==> config.mk <==
export PLATFORM = sky130hd
export DESIGN_NAME = gray_frame_packer
export DESIGN_NICKNAME = d
export VERILOG_FILES = /design/src/rtl/gray_frame_packer.sv
export SDC_FILE = /design/constraint.sdc
export NUM_CORES = 1
export LEC_CHECK = 0
export ABC_CLOCK_PERIOD_IN_PS = 23700
export BUFFER_PORTS_ARGS = -buffer_cell sky130_fd_sc_hd__buf_2
export CAP_MARGIN = 10
export CORE_MARGIN = 2
export CORE_UTILIZATION = 45
export CTS_BUF_LIST = sky130_fd_sc_hd__clkbuf_4
export DETAILED_ROUTE_END_ITERATION = 8
export PLACE_DENSITY = 0.68
export SLEW_MARGIN = 20
export SYNTH_ARGS = -nofsm -noshare
export SYNTH_HDL_FRONTEND = slang
export SYNTH_SLANG_ARGS = --single-unit
==> constraint.sdc <==
create_clock -name iCLK -period 23.7 [get_ports iCLK]
set_input_delay 4.74 -clock iCLK [delete_from_list [all_inputs] [get_ports iCLK]]
set_output_delay 4.74 -clock iCLK [all_outputs]
set_load 0.05 [all_outputs]
==> src/rtl/gray_frame_packer.sv <==
// Packs the cropped 8-bit grayscale pixel stream into 256-bit DMEM words and writes
// one full frame per CPU request, then raises oDONE until the request is withdrawn.
module gray_frame_packer #(
  parameter int         PIX_COUNT = 784,
  parameter logic [6:0] BASE_ADDR = 7'd0
) (
  input  logic         iCLK,
  input  logic         iRST,
  input  logic         iENABLE,
  input  logic         iFVAL,
  input  logic         iDVAL,
  input  logic [11:0]  iDATA,
  output logic         oDONE,
  output logic         oWREN,
  output logic [6:0]   oWRADDR,
  output logic [255:0] oWRDATA,
  output logic         oBUSY
);

  localparam int            CW       = $clog2(PIX_COUNT);
  localparam logic [CW-1:0] LAST_PIX = CW'(PIX_COUNT - 1);

  typedef enum logic [2:0] {IDLE, WAIT_FRAME, CAPTURE, FLUSH, DONE} state_t;

  state_t          state_r;
  logic            fval_r;
  logic            fval_d_r;
  logic [CW-1:0]   pix_cnt_r;
  logic [6:0]      word_addr_r;
  logic [255:0]    acc_r;
  logic            fval_rise_s;
  logic [4:0]      lane_s;
  logic [255:0]    acc_next_s;
  logic            data_unused_s;

  assign fval_rise_s   = fval_r & ~fval_d_r;
  assign lane_s        = pix_cnt_r[4:0];
  assign data_unused_s = ^iDATA[3:0];

  // Accumulator with the incoming pixel dropped into its lane
  always_comb begin
    acc_next_s = acc_r;
    acc_next_s[{lane_s, 3'b000} +: 8] = iDATA[11:4];
  end

  // Two-stage iFVAL history so only a clean 0->1 transition opens a capture
  always_ff @(posedge iCLK or posedge iRST) begin
    if (iRST) begin
      fval_r   <= 1'b0;
      fval_d_r <= 1'b0;
    end else begin
      fval_r   <= iFVAL;
      fval_d_r <= fval_r;
    end
  end

  // Capture FSM with registered DMEM write port and status outputs
  always_ff @(posedge iCLK or posedge iRST) begin
    if (iRST) begin
      state_r     <= IDLE;
      pix_cnt_r   <= '0;
      word_addr_r <= BASE_ADDR;
      acc_r       <= 256'd0;
      oDONE       <= 1'b0;
      oWREN       <= 1'b0;
      oWRADDR     <= BASE_ADDR;
      oWRDATA     <= 256'd0;
      oBUSY       <= 1'b0;
    end else begin
      oWREN <= 1'b0;
      case (state_r)
        IDLE: begin
          pix_cnt_r   <= '0;
          acc_r       <= 256'd0;
          word_addr_r <= BASE_ADDR;
          oDONE       <= 1'b0;
          if (iENABLE) begin
            state_r <= WAIT_FRAME;
            oBUSY   <= 1'b1;
          end else begin
            oBUSY   <= 1'b0;
          end
        end
        WAIT_FRAME: begin
          if (!iENABLE) begin
            state_r <= IDLE;
            oBUSY   <= 1'b0;
          end else if (fval_rise_s) begin
            state_r <= CAPTURE;
          end else begin
            state_r <= WAIT_FRAME;
          end
        end
        CAPTURE: begin
          if (!iENABLE) begin
            state_r <= IDLE;
            oBUSY   <= 1'b0;
          end else if (!iFVAL) begin
            // Short frame: discard it and let the next frame overwrite from the base
            state_r     <= WAIT_FRAME;
            pix_cnt_r   <= '0;
            acc_r       <= 256'd0;
            word_addr_r <= BASE_ADDR;
          end else if (iDVAL) begin
            pix_cnt_r <= pix_cnt_r + CW'(1);
            if (lane_s == 5'd31) begin
              oWREN       <= 1'b1;
              oWRADDR     <= word_addr_r;
              oWRDATA     <= acc_next_s;
              word_addr_r <= word_addr_r + 7'd1;
              acc_r       <= 256'd0;
            end else begin
              acc_r       <= acc_next_s;
            end
            if (pix_cnt_r == LAST_PIX) begin
              if (lane_s == 5'd31) begin
                state_r <= DONE;
                oBUSY   <= 1'b0;
              end else begin
                state_r <= FLUSH;
              end
            end else begin
              state_r <= CAPTURE;
            end
          end else begin
            state_r <= CAPTURE;
          end
        end
        FLUSH: begin
          oBUSY <= 1'b0;
          if (!iENABLE) begin
            state_r <= IDLE;
          end else begin
            state_r <= DONE;
            oWREN   <= 1'b1;
            oWRADDR <= word_addr_r;
            oWRDATA <= acc_r;
          end
        end
        DONE: begin
          if (!iENABLE) begin
            state_r <= IDLE;
            oDONE   <= 1'b0;
          end else begin
            oDONE   <= 1'b1;
          end
        end
        default: begin
          state_r <= IDLE;
          oDONE   <= 1'b0;
          oBUSY   <= 1'b0;
        end
      endcase
    end
  end

endmodule

==> impl_summary.txt <==
----------------------------------------------------
[Timing]
  Count of endpoints failing hold in the final timing report ... 0
  Slew at the pin closest to its max-slew limit ... between 1 and 1.5 ns
  Worst slew slack as a fraction of its limit ... 0.263
  Minimum clock period ... 6.77 ns
  Unrepaired setup endpoints after global routing ... false
  Setup TNS ... 0 ns
  Final clock skew ... roughly 0.066 ns
  Maximum frequency from static timing analysis ... roughly 150 MHz
  Number of setup violations in the final report ... 0
  Share of the clock period used by the worst path ... 0.286
  Final slew viol count ... 0

[Pwr]
  Max IR drop VDD ... around 0.039 mV
  P_sw ... between 500 and 600 uW
  Leakage Power ... around 0.012 uW
  Sequential Power Share ... 0.495
  Proportion of power drawn by the clock network ... 0.440
  Cell-internal power ... between 1000 and 1500 uW
  Part of the power in combinational logic ... 0.066
  Switching power share of the total ... 0.266
  Power density cells ... 69.8 nW/um^2

[Global routing]
  M1 GR Usage ... 0.355
  GR met3 Demand/Resource ... 0.0699
  GRT Resource Usage Total ... 0.260
  Maximum number of pins on one net before global-route repair ... ~300
  Routing layer with the top usage in global route ... met2
  Number of global-route vias before repair ... ~18k
  Met2 track demand over resource in global routing ... 0.393
  Antenna violations before repair ... 3
  Wire length of the first global-routing pass ... 107 mm
  Overflow left after global routing ... 0

[Drt]
  Routed vias ... approximately 19k
  Drt drc ... 0
  Number of iterations in the first detailed-routing pass ... 6
  Number of nets still failing antenna checks after routing ... 0
  Average wire length per cell after detail routing ... roughly 22 um
  Starting DRC count in detailed routing ... 1901
  Wirelength, routed ... 70.8 mm
  Vias per cell ... 5.82

[Final layout]
  Most common cell after layout, fill and taps aside ... dfrtp_1
  Leading cell types in the layout, fill and taps excluded ... dfrtp_1 (544), nand2_1 (323), buf_2 (278)
  Fraction of final layout cells sized beyond drive strength 1 ... 0.231
  Finished layout cell area ... 27500 um^2
  Final-stage net count ... 2444
  Area growth from synthesis to layout ... 15.9%
  # fillers ... roughly 4.7k

[Clock tree]
  Num CTS Buffers ... about 140
  Total of cells resized after clock tree synthesis ... 0
  Hold buffers post-CTS ... 0
  H-tree levels ... 4
  CTS tree ... built
  CTS root buf ... clkbuf_4
  Max Root-Sink Buffers ... 3
  Insertion delay of the later-clocked pin in the worst-skew pair ... ~1.0 ns
  Setup Fix Bufs, Post-CTS ... 0
  CTS clock-pin slew for the worst setup and hold paths ... ~0.070 ns
  Sink count of the clock tree ... about 540

[Worst setup path]
  Kind of critical path ... input pin to register
  Worst Path Arrival ... just under 8 ns
  Crit Path Max Fanout ... between 40 and 50
  Worst Path Required ... about 25 ns
  Kind of launch point of the worst setup path ... input pin
  Element type at the critical path end ... register

[Die]
  FP Rows ... 84
  Initial core utilization ... 0.453
  Overall die width ... 234 um
  Overall die area ... roughly 55000 um^2
  Core Area ... roughly 52000 um^2
  Overall die height ... between 200 and 250 um
  Boundary pin count ... between 200 and 300

[Yosys]
  Async S/R FF share, synth ... 1.00
  Post-synthesis register bit count ... 544
  Yosys warning count ... 0
  Fraction of the yosys area taken by sequential cells ... 0.574
  Number of library cell types mapped by synthesis ... between 60 and 70
  Total nets after synthesis ... about 2.2k
  Main synth FF type ... dfrtp_1
  Post-synthesis instance area ... around 24000 um^2
  EDFF count, synth ... 0
  Synthesized area per cell ... about 11 um^2
  Cell type with the largest total area after synthesis ... dfrtp_1
  Gate count of the mapped netlist ... between 2k and 2.5k
  Cells taking the most area after synthesis ... dfrtp_1 (57%), mux2i_1 (9.3%), o21ai_0 (5.2%)
  Proportion of netlist area held by the largest area contributor ... 0.574

[Worst hold path]
  Hold Crit Class ... register to register

[Placement]
  Final HPWL DP ... about 46 mm
  Cell area after placement ... 25600 um^2
  Quantity of I/O buffers inserted on ports ... between 200 and 300
  Final Wtd Congestion ... between 0.8 and 0.9

[Flow run]
  Max capacitance violation total ... 0

[Outcome]
  Run status ... finished clean

----------------------------------------------------
[state kept, by name (all words and copies together) (netlist names)]
| register | flops |
|---|---|
| acc_r | 256 |
| oWRDATA | 256 |
| word_addr_r | 7 |
| pix_cnt_r | 10 |
| oWREN | 1 |
| fval_r | 1 |
| fval_d_r | 1 |
| oDONE | 1 |
| state_r | 3 |
| oWRADDR | 7 |
| oBUSY | 1 |
[metal layers]
layer	vias to the layer above	part of all wire
li1	8441	-
met1	9390	0.43
met2	734	0.47
met3	140	0.077
met4	0	0.028
met5	-	0
[cells by family after synthesis]
kind of cell | synth area share
AOI/OAI and AO/OA | 0.185
xor gates and xnor gates | 0.00285
adders and majority gates | 0.00369
buffers and inverters | 0.0263
DFF | 0.574
muxes | 0.0947
and+or+nand+nor | 0.113
[path summary, 6_finish.rpt]
path	slack, ns	cells past startpoint	from	endpoint
hold / removal	0.37	0	fval_r	fval_d_r
min in group asynchronous	3.93	2	iRST	oWRDATA[10]
setup / recovery	16.93	8	iENABLE	word_addr_r[5]
max in group asynchronous	17.62	4	iRST	state_r[0]
setup reg to reg	19.22	7	pix_cnt_r[0]	acc_r[181]
hold reg to reg	0.37	0	fval_r	fval_d_r
[synthesized netlist by cell type, types with 3 or more instances]
cell type and instances:
and3_1 23, a21o_1 3, a31oi_1 31, a21oi_2 12
o21ai_1 11, ha_1 7, nand3b_1 3, nor2_1 72
clkbuf_1 125, nand3_1 46, o21ai_0 246, a221o_1 22
a22o_1 56, nand2b_1 11, a32o_1 72, nor2_2 7
or4_1 4, xnor2_1 3, nor2b_1 6, a21oi_1 9
buf_2 12, inv_1 6, a21bo_2 3, and2_1 31
nor3_4 7, mux2i_1 221, nor3_1 7, and2_0 4
or3_1 3, dfrtp_1 544, nand2_1 323, nor3_2 8
nor4_1 3, and3b_1 4, buf_1 14, o2bb2ai_1 128
o31ai_1 5
[per-stage QoR]
step | setup WS, ns | instances | utilization | power (uW) | hold slack [ns]
finish | 16.93 | 3212 | 0.525 | 1920 | 0.372
global route | 16.84 | 3212 | 0.525 | 2000 | 0.397
CTS | 17.03 | 3205 | 0.524 | 1940 | 0.375
detailed placement | 15.95 | 2961 | 0.489 | 1090 | 0.360
global placement | 16.05 | 2961 | 0.489 | 1090 | 0.355
floorplan | 3.75 | 2126 | - | 1050 | 0.347
[power groups by stage]
stage / clock network (uW) / registers, uW / logic [uW]
5_1_grt: 915 / 950 / 135
4_1_cts: 864 / 950 / 126
3_5_place_dp: 0 / 967 / 126
2_1_floorplan: 0 / 1000 / 49.4
3_3_place_gp: 0 / 966 / 124
6_report: 844 / 950 / 126
[critical path, stage by stage]
cell and delay [ns]:
buf_2 0.14, nand2b_1 0.16, or4_1 0.14, buf_4 0.39, nand3_2 0.82, buf_4 0.57
or4_1 0.56, a21oi_1 0.17
[cell type report]
cell class	count	area, um^2	share of cell area
clock inverter	36	292	0.0106
timing repair buffer	300	1610	0.0587
clock buffer	208	1560	0.0568
multi-input combinational	1422	9500	0.346
inverter	8	37.5	0.00137
tap	688	861	0.0313
sequential	544	13600	0.495
antenna	6	15.0	0.000546
Note: power is estimated with default switching activity, not from simulation.
